--- src/rtl/fpu_op_sched_if.sv ---
// Request, shared-operand and response signals of the FPU issue scheduler.
// The scheduler takes the slave modport; requester plus core cluster take master.
interface fpu_op_sched_if #(
  parameter int TAG_W = 4
);
  logic             req_valid;
  logic             req_ready;
  logic [1:0]       req_op;
  logic [31:0]      req_a;
  logic [31:0]      req_b;
  logic [TAG_W-1:0] req_tag;
  logic [31:0]      fpu_dataa;
  logic [31:0]      fpu_datab;
  logic [31:0]      fpu_res_add;
  logic [31:0]      fpu_res_sub;
  logic [31:0]      fpu_res_mul;
  logic [31:0]      fpu_res_div;
  logic             rsp_valid;
  logic [1:0]       rsp_op;
  logic [TAG_W-1:0] rsp_tag;
  logic [31:0]      rsp_data;
  logic             busy;

  modport slave (
    input  req_valid, req_op, req_a, req_b, req_tag,
    input  fpu_res_add, fpu_res_sub, fpu_res_mul, fpu_res_div,
    output req_ready, fpu_dataa, fpu_datab,
    output rsp_valid, rsp_op, rsp_tag, rsp_data, busy
  );

  modport master (
    output req_valid, req_op, req_a, req_b, req_tag,
    output fpu_res_add, fpu_res_sub, fpu_res_mul, fpu_res_div,
    input  req_ready, fpu_dataa, fpu_datab,
    input  rsp_valid, rsp_op, rsp_tag, rsp_data, busy
  );
endinterface

--- src/rtl/fpu_op_sched.sv ---
// Issue scheduler for the shared add/sub/mul/div cores with a completion-slot reservation vector.
// Optional macro FPU_SCHED_INORDER_EN: responses return strictly in issue order.
module fpu_op_sched #(
  parameter int LAT_ADD = 7,
  parameter int LAT_SUB = 7,
  parameter int LAT_MUL = 5,
  parameter int LAT_DIV = 6,
  parameter int MAX_LAT = 16,
  parameter int TAG_W   = 4
) (
  input logic           clk,
  input logic           rst,
  fpu_op_sched_if.slave bus
);
  localparam int LW = $clog2(MAX_LAT + 1);

  if (LAT_ADD < 1 || LAT_ADD > MAX_LAT || LAT_SUB < 1 || LAT_SUB > MAX_LAT ||
      LAT_MUL < 1 || LAT_MUL > MAX_LAT || LAT_DIV < 1 || LAT_DIV > MAX_LAT) begin : g_lat_check
    $error("fpu_op_sched: every LAT_* must lie in 1..MAX_LAT");
  end

  // Index 0 is the slot whose core result is captured on the coming edge.
  logic [MAX_LAT:0] res_q, res_d, res_sh;
  logic [1:0]       op_q  [MAX_LAT:0];
  logic [1:0]       op_d  [MAX_LAT:0];
  logic [TAG_W-1:0] tag_q [MAX_LAT:0];
  logic [TAG_W-1:0] tag_d [MAX_LAT:0];
  logic [31:0]      dataa_q, dataa_d, datab_q, datab_d;
  logic             rsp_valid_q, rsp_valid_d;
  logic [1:0]       rsp_op_q, rsp_op_d;
  logic [TAG_W-1:0] rsp_tag_q, rsp_tag_d;
  logic [31:0]      rsp_data_q, rsp_data_d;
  logic [LW-1:0]    lat;
  logic             slot_free, order_ok, ready, accept;
  logic [31:0]      core_res;

  always_comb begin
    case (bus.req_op)
      2'd0:    lat = LW'(LAT_ADD);
      2'd1:    lat = LW'(LAT_SUB);
      2'd2:    lat = LW'(LAT_MUL);
      default: lat = LW'(LAT_DIV);
    endcase
  end

  // Conflicts are judged against the post-shift vector, where a new entry is written.
  assign res_sh = {1'b0, res_q[MAX_LAT:1]};

  always_comb begin
    slot_free = ~res_sh[lat];
    order_ok  = 1'b1;
`ifdef FPU_SCHED_INORDER_EN
    for (int k = 1; k <= MAX_LAT; k++) begin
      if (LW'(k) >= lat && res_sh[k]) order_ok = 1'b0;
    end
`else
    order_ok  = 1'b1;
`endif
  end

  assign ready  = ~rst & slot_free & order_ok;
  assign accept = bus.req_valid & ready;

  always_comb begin
    case (op_q[0])
      2'd0:    core_res = bus.fpu_res_add;
      2'd1:    core_res = bus.fpu_res_sub;
      2'd2:    core_res = bus.fpu_res_mul;
      default: core_res = bus.fpu_res_div;
    endcase
  end

  always_comb begin
    res_d = res_sh;
    for (int k = 0; k < MAX_LAT; k++) begin
      op_d[k]  = op_q[k+1];
      tag_d[k] = tag_q[k+1];
    end
    op_d[MAX_LAT]  = '0;
    tag_d[MAX_LAT] = '0;
    dataa_d = dataa_q;
    datab_d = datab_q;
    if (accept) begin
      res_d[lat] = 1'b1;
      op_d[lat]  = bus.req_op;
      tag_d[lat] = bus.req_tag;
      dataa_d    = bus.req_a;
      datab_d    = bus.req_b;
    end
    rsp_valid_d = res_q[0];
    rsp_op_d    = rsp_op_q;
    rsp_tag_d   = rsp_tag_q;
    rsp_data_d  = rsp_data_q;
    if (res_q[0]) begin
      rsp_op_d   = op_q[0];
      rsp_tag_d  = tag_q[0];
      rsp_data_d = core_res;
    end
  end

  always_ff @(posedge clk or posedge rst) begin
    if (rst) begin
      res_q <= '0;
      for (int k = 0; k <= MAX_LAT; k++) begin
        op_q[k]  <= '0;
        tag_q[k] <= '0;
      end
      dataa_q     <= '0;
      datab_q     <= '0;
      rsp_valid_q <= 1'b0;
      rsp_op_q    <= '0;
      rsp_tag_q   <= '0;
      rsp_data_q  <= '0;
    end else begin
      res_q <= res_d;
      for (int k = 0; k <= MAX_LAT; k++) begin
        op_q[k]  <= op_d[k];
        tag_q[k] <= tag_d[k];
      end
      dataa_q     <= dataa_d;
      datab_q     <= datab_d;
      rsp_valid_q <= rsp_valid_d;
      rsp_op_q    <= rsp_op_d;
      rsp_tag_q   <= rsp_tag_d;
      rsp_data_q  <= rsp_data_d;
    end
  end

  assign bus.req_ready = ready;
  assign bus.fpu_dataa = dataa_q;
  assign bus.fpu_datab = datab_q;
  assign bus.rsp_valid = rsp_valid_q;
  assign bus.rsp_op    = rsp_op_q;
  assign bus.rsp_tag   = rsp_tag_q;
  assign bus.rsp_data  = rsp_data_q;
  assign bus.busy      = |res_q;
endmodule

--- src/flat_wrapper.sv ---
// flat-port wrapper written by rule: the top's interface ports become plain ports
module fpu_op_sched_flat 
#(
  parameter int LAT_ADD = 7,
  parameter int LAT_SUB = 7,
  parameter int LAT_MUL = 5,
  parameter int LAT_DIV = 6,
  parameter int MAX_LAT = 16,
  parameter int TAG_W   = 4
)
  (clk, rst, bus_req_valid, bus_req_op, bus_req_a, bus_req_b, bus_req_tag, bus_fpu_res_add, bus_fpu_res_sub, bus_fpu_res_mul, bus_fpu_res_div, bus_req_ready, bus_fpu_dataa, bus_fpu_datab, bus_rsp_valid, bus_rsp_op, bus_rsp_tag, bus_rsp_data, bus_busy);
  fpu_op_sched_if #(.TAG_W(TAG_W)) bus_i ();
  input logic clk;
  input logic rst;
  input wire logic [$bits(bus_i.req_valid)-1:0] bus_req_valid;
  input wire logic [$bits(bus_i.req_op)-1:0] bus_req_op;
  input wire logic [$bits(bus_i.req_a)-1:0] bus_req_a;
  input wire logic [$bits(bus_i.req_b)-1:0] bus_req_b;
  input wire logic [$bits(bus_i.req_tag)-1:0] bus_req_tag;
  input wire logic [$bits(bus_i.fpu_res_add)-1:0] bus_fpu_res_add;
  input wire logic [$bits(bus_i.fpu_res_sub)-1:0] bus_fpu_res_sub;
  input wire logic [$bits(bus_i.fpu_res_mul)-1:0] bus_fpu_res_mul;
  input wire logic [$bits(bus_i.fpu_res_div)-1:0] bus_fpu_res_div;
  output wire logic [$bits(bus_i.req_ready)-1:0] bus_req_ready;
  output wire logic [$bits(bus_i.fpu_dataa)-1:0] bus_fpu_dataa;
  output wire logic [$bits(bus_i.fpu_datab)-1:0] bus_fpu_datab;
  output wire logic [$bits(bus_i.rsp_valid)-1:0] bus_rsp_valid;
  output wire logic [$bits(bus_i.rsp_op)-1:0] bus_rsp_op;
  output wire logic [$bits(bus_i.rsp_tag)-1:0] bus_rsp_tag;
  output wire logic [$bits(bus_i.rsp_data)-1:0] bus_rsp_data;
  output wire logic [$bits(bus_i.busy)-1:0] bus_busy;
  assign bus_i.req_valid = bus_req_valid;
  assign bus_i.req_op = bus_req_op;
  assign bus_i.req_a = bus_req_a;
  assign bus_i.req_b = bus_req_b;
  assign bus_i.req_tag = bus_req_tag;
  assign bus_i.fpu_res_add = bus_fpu_res_add;
  assign bus_i.fpu_res_sub = bus_fpu_res_sub;
  assign bus_i.fpu_res_mul = bus_fpu_res_mul;
  assign bus_i.fpu_res_div = bus_fpu_res_div;
  assign bus_req_ready = bus_i.req_ready;
  assign bus_fpu_dataa = bus_i.fpu_dataa;
  assign bus_fpu_datab = bus_i.fpu_datab;
  assign bus_rsp_valid = bus_i.rsp_valid;
  assign bus_rsp_op = bus_i.rsp_op;
  assign bus_rsp_tag = bus_i.rsp_tag;
  assign bus_rsp_data = bus_i.rsp_data;
  assign bus_busy = bus_i.busy;
  fpu_op_sched #(.LAT_ADD(LAT_ADD), .LAT_SUB(LAT_SUB), .LAT_MUL(LAT_MUL), .LAT_DIV(LAT_DIV), .MAX_LAT(MAX_LAT), .TAG_W(TAG_W)) u_core (.clk(clk), .rst(rst), .bus(bus_i));
endmodule
--- config.mk ---
export PLATFORM = sky130hd
export DESIGN_NAME = fpu_op_sched_flat
export DESIGN_NICKNAME = d
export VERILOG_FILES = /design/src/rtl/fpu_op_sched_if.sv /design/src/rtl/fpu_op_sched.sv /design/src/flat_wrapper.sv
export SDC_FILE = /design/constraint.sdc
export NUM_CORES = 1
export LEC_CHECK = 0
export ABC_AREA = 0
export CORE_MARGIN = 2
export CORE_UTILIZATION = 37
export CTS_BUF_LIST = sky130_fd_sc_hd__clkbuf_16
export DETAILED_ROUTE_END_ITERATION = 8
export PLACE_DENSITY = 0.81
export SYNTH_ARGS = -nofsm -noshare
export SYNTH_HDL_FRONTEND = slang
export SYNTH_SLANG_ARGS = --single-unit
--- constraint.sdc ---
create_clock -name clk -period 7.7 [get_ports clk]
set_input_delay 1.54 -clock clk [delete_from_list [all_inputs] [get_ports clk]]
set_output_delay 1.54 -clock clk [all_outputs]
set_load 0.02 [all_outputs]
# Word-level counts from Yosys, hierarchy flattened
# Cells that the tools add are included.
# totals
output_inout_bits,105
wordCells,72
in_bits,201
ff_bits,222
# op_classes
muxes,15
magnitude_cmp,2
bitwise_logic,5
reduce_logical,5
n_eq_ne,4
# op_table
operator,n
$pmux W32 S3,1
$bwmux W68,1
$mux W68,1
$bwmux W34,1
$mux W34,1
$demux W4 S5,1
$mux W17,1
$or A16 B17 Y17,1
$reduce_or A17 Y1,1
$demux W2 S5,1
$lt A3 B6 Y1 const B,1
$bmux W1 S5,1
$demux W1 S5,1
$eq A2 B1 Y1 const B,2
$eq A2 B2 Y1 const B,2
$logic_not A2 Y1,2
$mux W4,1
$pmux W2 S2,1
$ge A3 B1 Y1 const B,1
$and A1 B1 Y1,2
$mux W1,2
$mux W2,1
$not A1 Y1,2
$reduce_or A2 Y1,1
$logic_and A1 B1 Y1,1

# Depth between registers and ports, before layout
# depth
ltp_word,9
ltp_mapped,4
ltp_nobuf,3

# Worst setup path before layout
# No wires, ideal clock.
# synth_timing
kind,in2out
from,in bus_req_op[0]
to,out bus_req_ready
stages,2
arrival_ps,2269
path_slack_ps,3891
required_time_ps,6160
cell_sequence,mux2_2 -> a21oi_1
# synth_between
elab_chain_cells,7
word_cells_on_any_way,9
classes_between,eq/ne: 2; mux: 3; bitwise: 2; reduce/logical: 2
# synth_lines
item,line_no,rtl
from (decl),flat_wrapper.sv:16,input wire logic [$bits(bus_i.req_op)-1:0] bus_req_op;
$eq A2 B1 Y1 / $logic_not A2 Y1 (equally long branches),fpu_op_sched.sv:38,case (bus.req_op)
$reduce_or A2 Y1 (no source line),-,
$pmux W2 S2 *,fpu_op_sched.sv:38,
$bmux W1 S5 *,fpu_op_sched.sv:50,slot_free = ~res_sh[lat];
$mux W1 (implied by the code) *,fpu_op_sched.sv:50,
$not A1 Y1 *,fpu_op_sched.sv:50,
$and A1 B1 Y1 *,fpu_op_sched.sv:61,assign ready = ~rst & slot_free & order_ok;
to (decl),flat_wrapper.sv:24,output wire logic [$bits(bus_i.req_ready)-1:0] bus_req_ready;
# Every way passes the cells marked *; elsewhere a longest branch is shown, timed or not. The select of a mux whose other input is x is not followed.

# Worst setup path after layout
# Same ends and word-level chain as after synthesis.

==> impl_metrics.json <==
{
  "first_pass_iters": 4,
  "grt_pass1_vias": 4877,
  "crit_type": "in -> out",
  "clkLatencyLatePin_ns": 0.41,
  "cts.clk_slew.worst_paths_ns": 0.06,
  "setup_violations": 0,
  "finalCritPeriodShare": 0.620,
  "cts.sinks": 159,
  "critical_path_arrival_ns": 3.24,
  "clock_path_buffers": 2,
  "cts_setup_buffers": 0,
  "slew_violations": 0,
  "fin_cells": 885,
  "clockRootBuffer": "clkbuf_16",
  "dp.cells": 854,
  "antenna_found_initial": 0,
  "cp_top_family": "buffers and inverters",
  "cp_max_fo": 4,
  "ys.flop_type": "dfrtp_1",
  "async_flop_share": 1.00,
  "power_leakage_nw": 4.17,
  "crit_top_cell": "clkdlybuf4s50_1",
  "nets": 854,
  "die_y_microns": 134,
  "num_rows": 47,
  "synth_enable_flop_cells": 0,
  "ff2ff_setup_slack_ns": 5.57,
  "cts_buffers": 17,
  "core_sq_um": 16500,
  "cts_tree": "yes",
  "initial_core_util": 0.378,
  "cts_resized": 0,
  "fin_crit_ns": 4.78,
  "synth_cells": 351,
  "cp_slowest_cell": "clkdlybuf4s50_1",
  "dpl.hpwl_microns": 12200,
  "ioPinCount": 306,
  "ctsHtreeMaxLevel": 4,
  "hold_path_depth": 0,
  "power_density_nw_per_um2": 255,
  "synth_cell_types": 22,
  "cap_violations": 0,
  "reg2reg_from": "u_core.res_q[6]",
  "drt-total-wl_microns": 16400,
  "die_area_sq_um": 17900,
  "rsz0062_at_grt": "false",
  "relSlewSlack": 0.357,
  "via_count": 4244,
  "hold_buffers": 0,
  "ys_seq_elements": 159,
  "tns_ns": 0,
  "grt_pass1_wl_microns": 25900,
  "start_kind": "primary input",
  "syn_area_per_cell_sq_um": 17.8,
  "gr-total-overflow": 0,
  "grt_max_degree": 103,
  "areaGrowthSynthToFinish_pct": 61.9,
  "worstPathCellList": "clkdlybuf4s50_1 > mux2_2 > a21oi_1 > clkdlybuf4s50_1",
  "ys_seq_area_frac": 0.638,
  "status": "finished clean",
  "place.gp.congestion": 0.824,
  "yosys_warnings": 0,
  "syn_area_sq_um": 6240,
  "initialDrtViolationCount": 121,
  "tightestPinTransition_ns": 0.964,
  "end_kind": "primary output",
  "ir_worst_vdd_v": 0.000159,
  "portBuffers": 305,
  "cpPeakStageDelay_ns": 0.63,
  "fin_skew_ns": 0.0102,
  "finalHoldViolCount": 0,
  "hold_class": "reg -> reg",
  "max_freq_ghz": 0.209,
  "final_common_cell": "clkdlybuf4s50_1",
  "antennaDiodeCount": 0,
  "cp.required_ns": 6.16,
  "avgRoutedWirePerCell_microns": 18.5,
  "die_w_microns": 134,
  "drive_gt1_frac": 0.272,
  "route.antenna.remaining_nets": 0,
  "holdPathEnd": "u_core.op_q[5]",
  "via_per_inst": 4.80,
  "crit_buf_inv": 2,
  "syn_nets": 552,
  "reg2reg_to": "u_core.bus.fpu_datab[30]",
  "reg2regPathDepth": 4,
  "min_from": "u_core.op_q[7]",
  "final_cell_mix": "clkdlybuf4s50_1 (305), dfrtp_1 (157), mux2_2 (106)",
  "grt_use_total": 0.188,
  "drc_errors": 0
}
-- area by class of cell --
| class | instances | area [sq um] |
|---|---|---|
| clock buffers | 17 | 425 |
| flip-flops and latches | 159 | 3980 |
| fillers | 1196 | 6430 |
| multi-input cells | 165 | 2120 |
| well taps | 220 | 275 |
| inverters | 1 | 8.76 |
| clock inverters | 14 | 208 |
| repair buffers | 309 | 3080 |
-- cells in the mapped netlist (2+ instances only) --
library cell  count  area share
buf_2             6      0.0048
nand2_1           2      0.0012
buf_6             3      0.0054
nor4_1            2      0.0020
nand2b_1          2      0.0020
buf_4             3      0.0036
mux2_1            5      0.0090
or2_2             3      0.0030
clkbuf_1         13      0.0078
and2_1            6      0.0060
mux2_2          106        0.19
dfrtp_1         159        0.64
mux4_2           32        0.12
-- per-layer routing --
layer / wire length, microns / track usage / vias to the layer above
met2: 8610 / 0.336 / 197
met1: 5970 / 0.208 / 2138
li1: - / - / 1877
met5: 0 / 0 / -
met3: 1400 / 0.0676 / 32
met4: 391 / 0.0638 / 0
-- logic make-up after synthesis --
group | share of synthesized area
compound gates | 0.00341
mux | 0.316
flops | 0.638
buf+inv | 0.0229
simple gates | 0.0195
other cells | 0.000601
-- stage by stage --
step	utilization	power (mW)	area, sq um	setup slack (ns)	hold WS (ns)
after CTS	0.611	2.62	10100	2.92	0.347
after global routing	0.611	2.69	10100	2.83	0.352
after global placement	0.573	1.69	9470	2.93	0.331
after detailed placement	0.573	1.71	9470	2.94	0.335
final	0.611	2.58	10100	2.92	0.346
after floorplan	-	1.33	6240	1.87	0.331
-- where the power goes --
group,internal [mW],switching (mW)
Sequential,0.958,0.0689
Clock,0.549,0.339
Combinational,0.385,0.279
-- how the worst max path moves through the flow --
| stage | start | to | cells past startpoint |
|---|---|---|---|
| after floorplan | rst | u_core.bus.fpu_dataa[0] | 1 |
| after global placement | bus_req_op[0] | bus_req_ready | 4 |
| after detailed placement | bus_req_op[0] | bus_req_ready | 4 |
| after CTS | bus_req_op[0] | bus_req_ready | 4 |
| after global routing | bus_req_op[0] | bus_req_ready | 4 |
| final | bus_req_op[0] | bus_req_ready | 4 |
-- state kept, by name (all words and copies together), names as in the netlist --
signal	cells
u_core.tag_q	32
u_core.bus.rsp_data	32
u_core.op_q	16
u_core.bus.fpu_datab	32
u_core.res_q	8
u_core.bus.fpu_dataa	32
u_core.bus.rsp_tag	4
u_core.bus.rsp_valid	1
u_core.bus.rsp_op	2
Note: power is estimated with default switching activity, not from simulation.
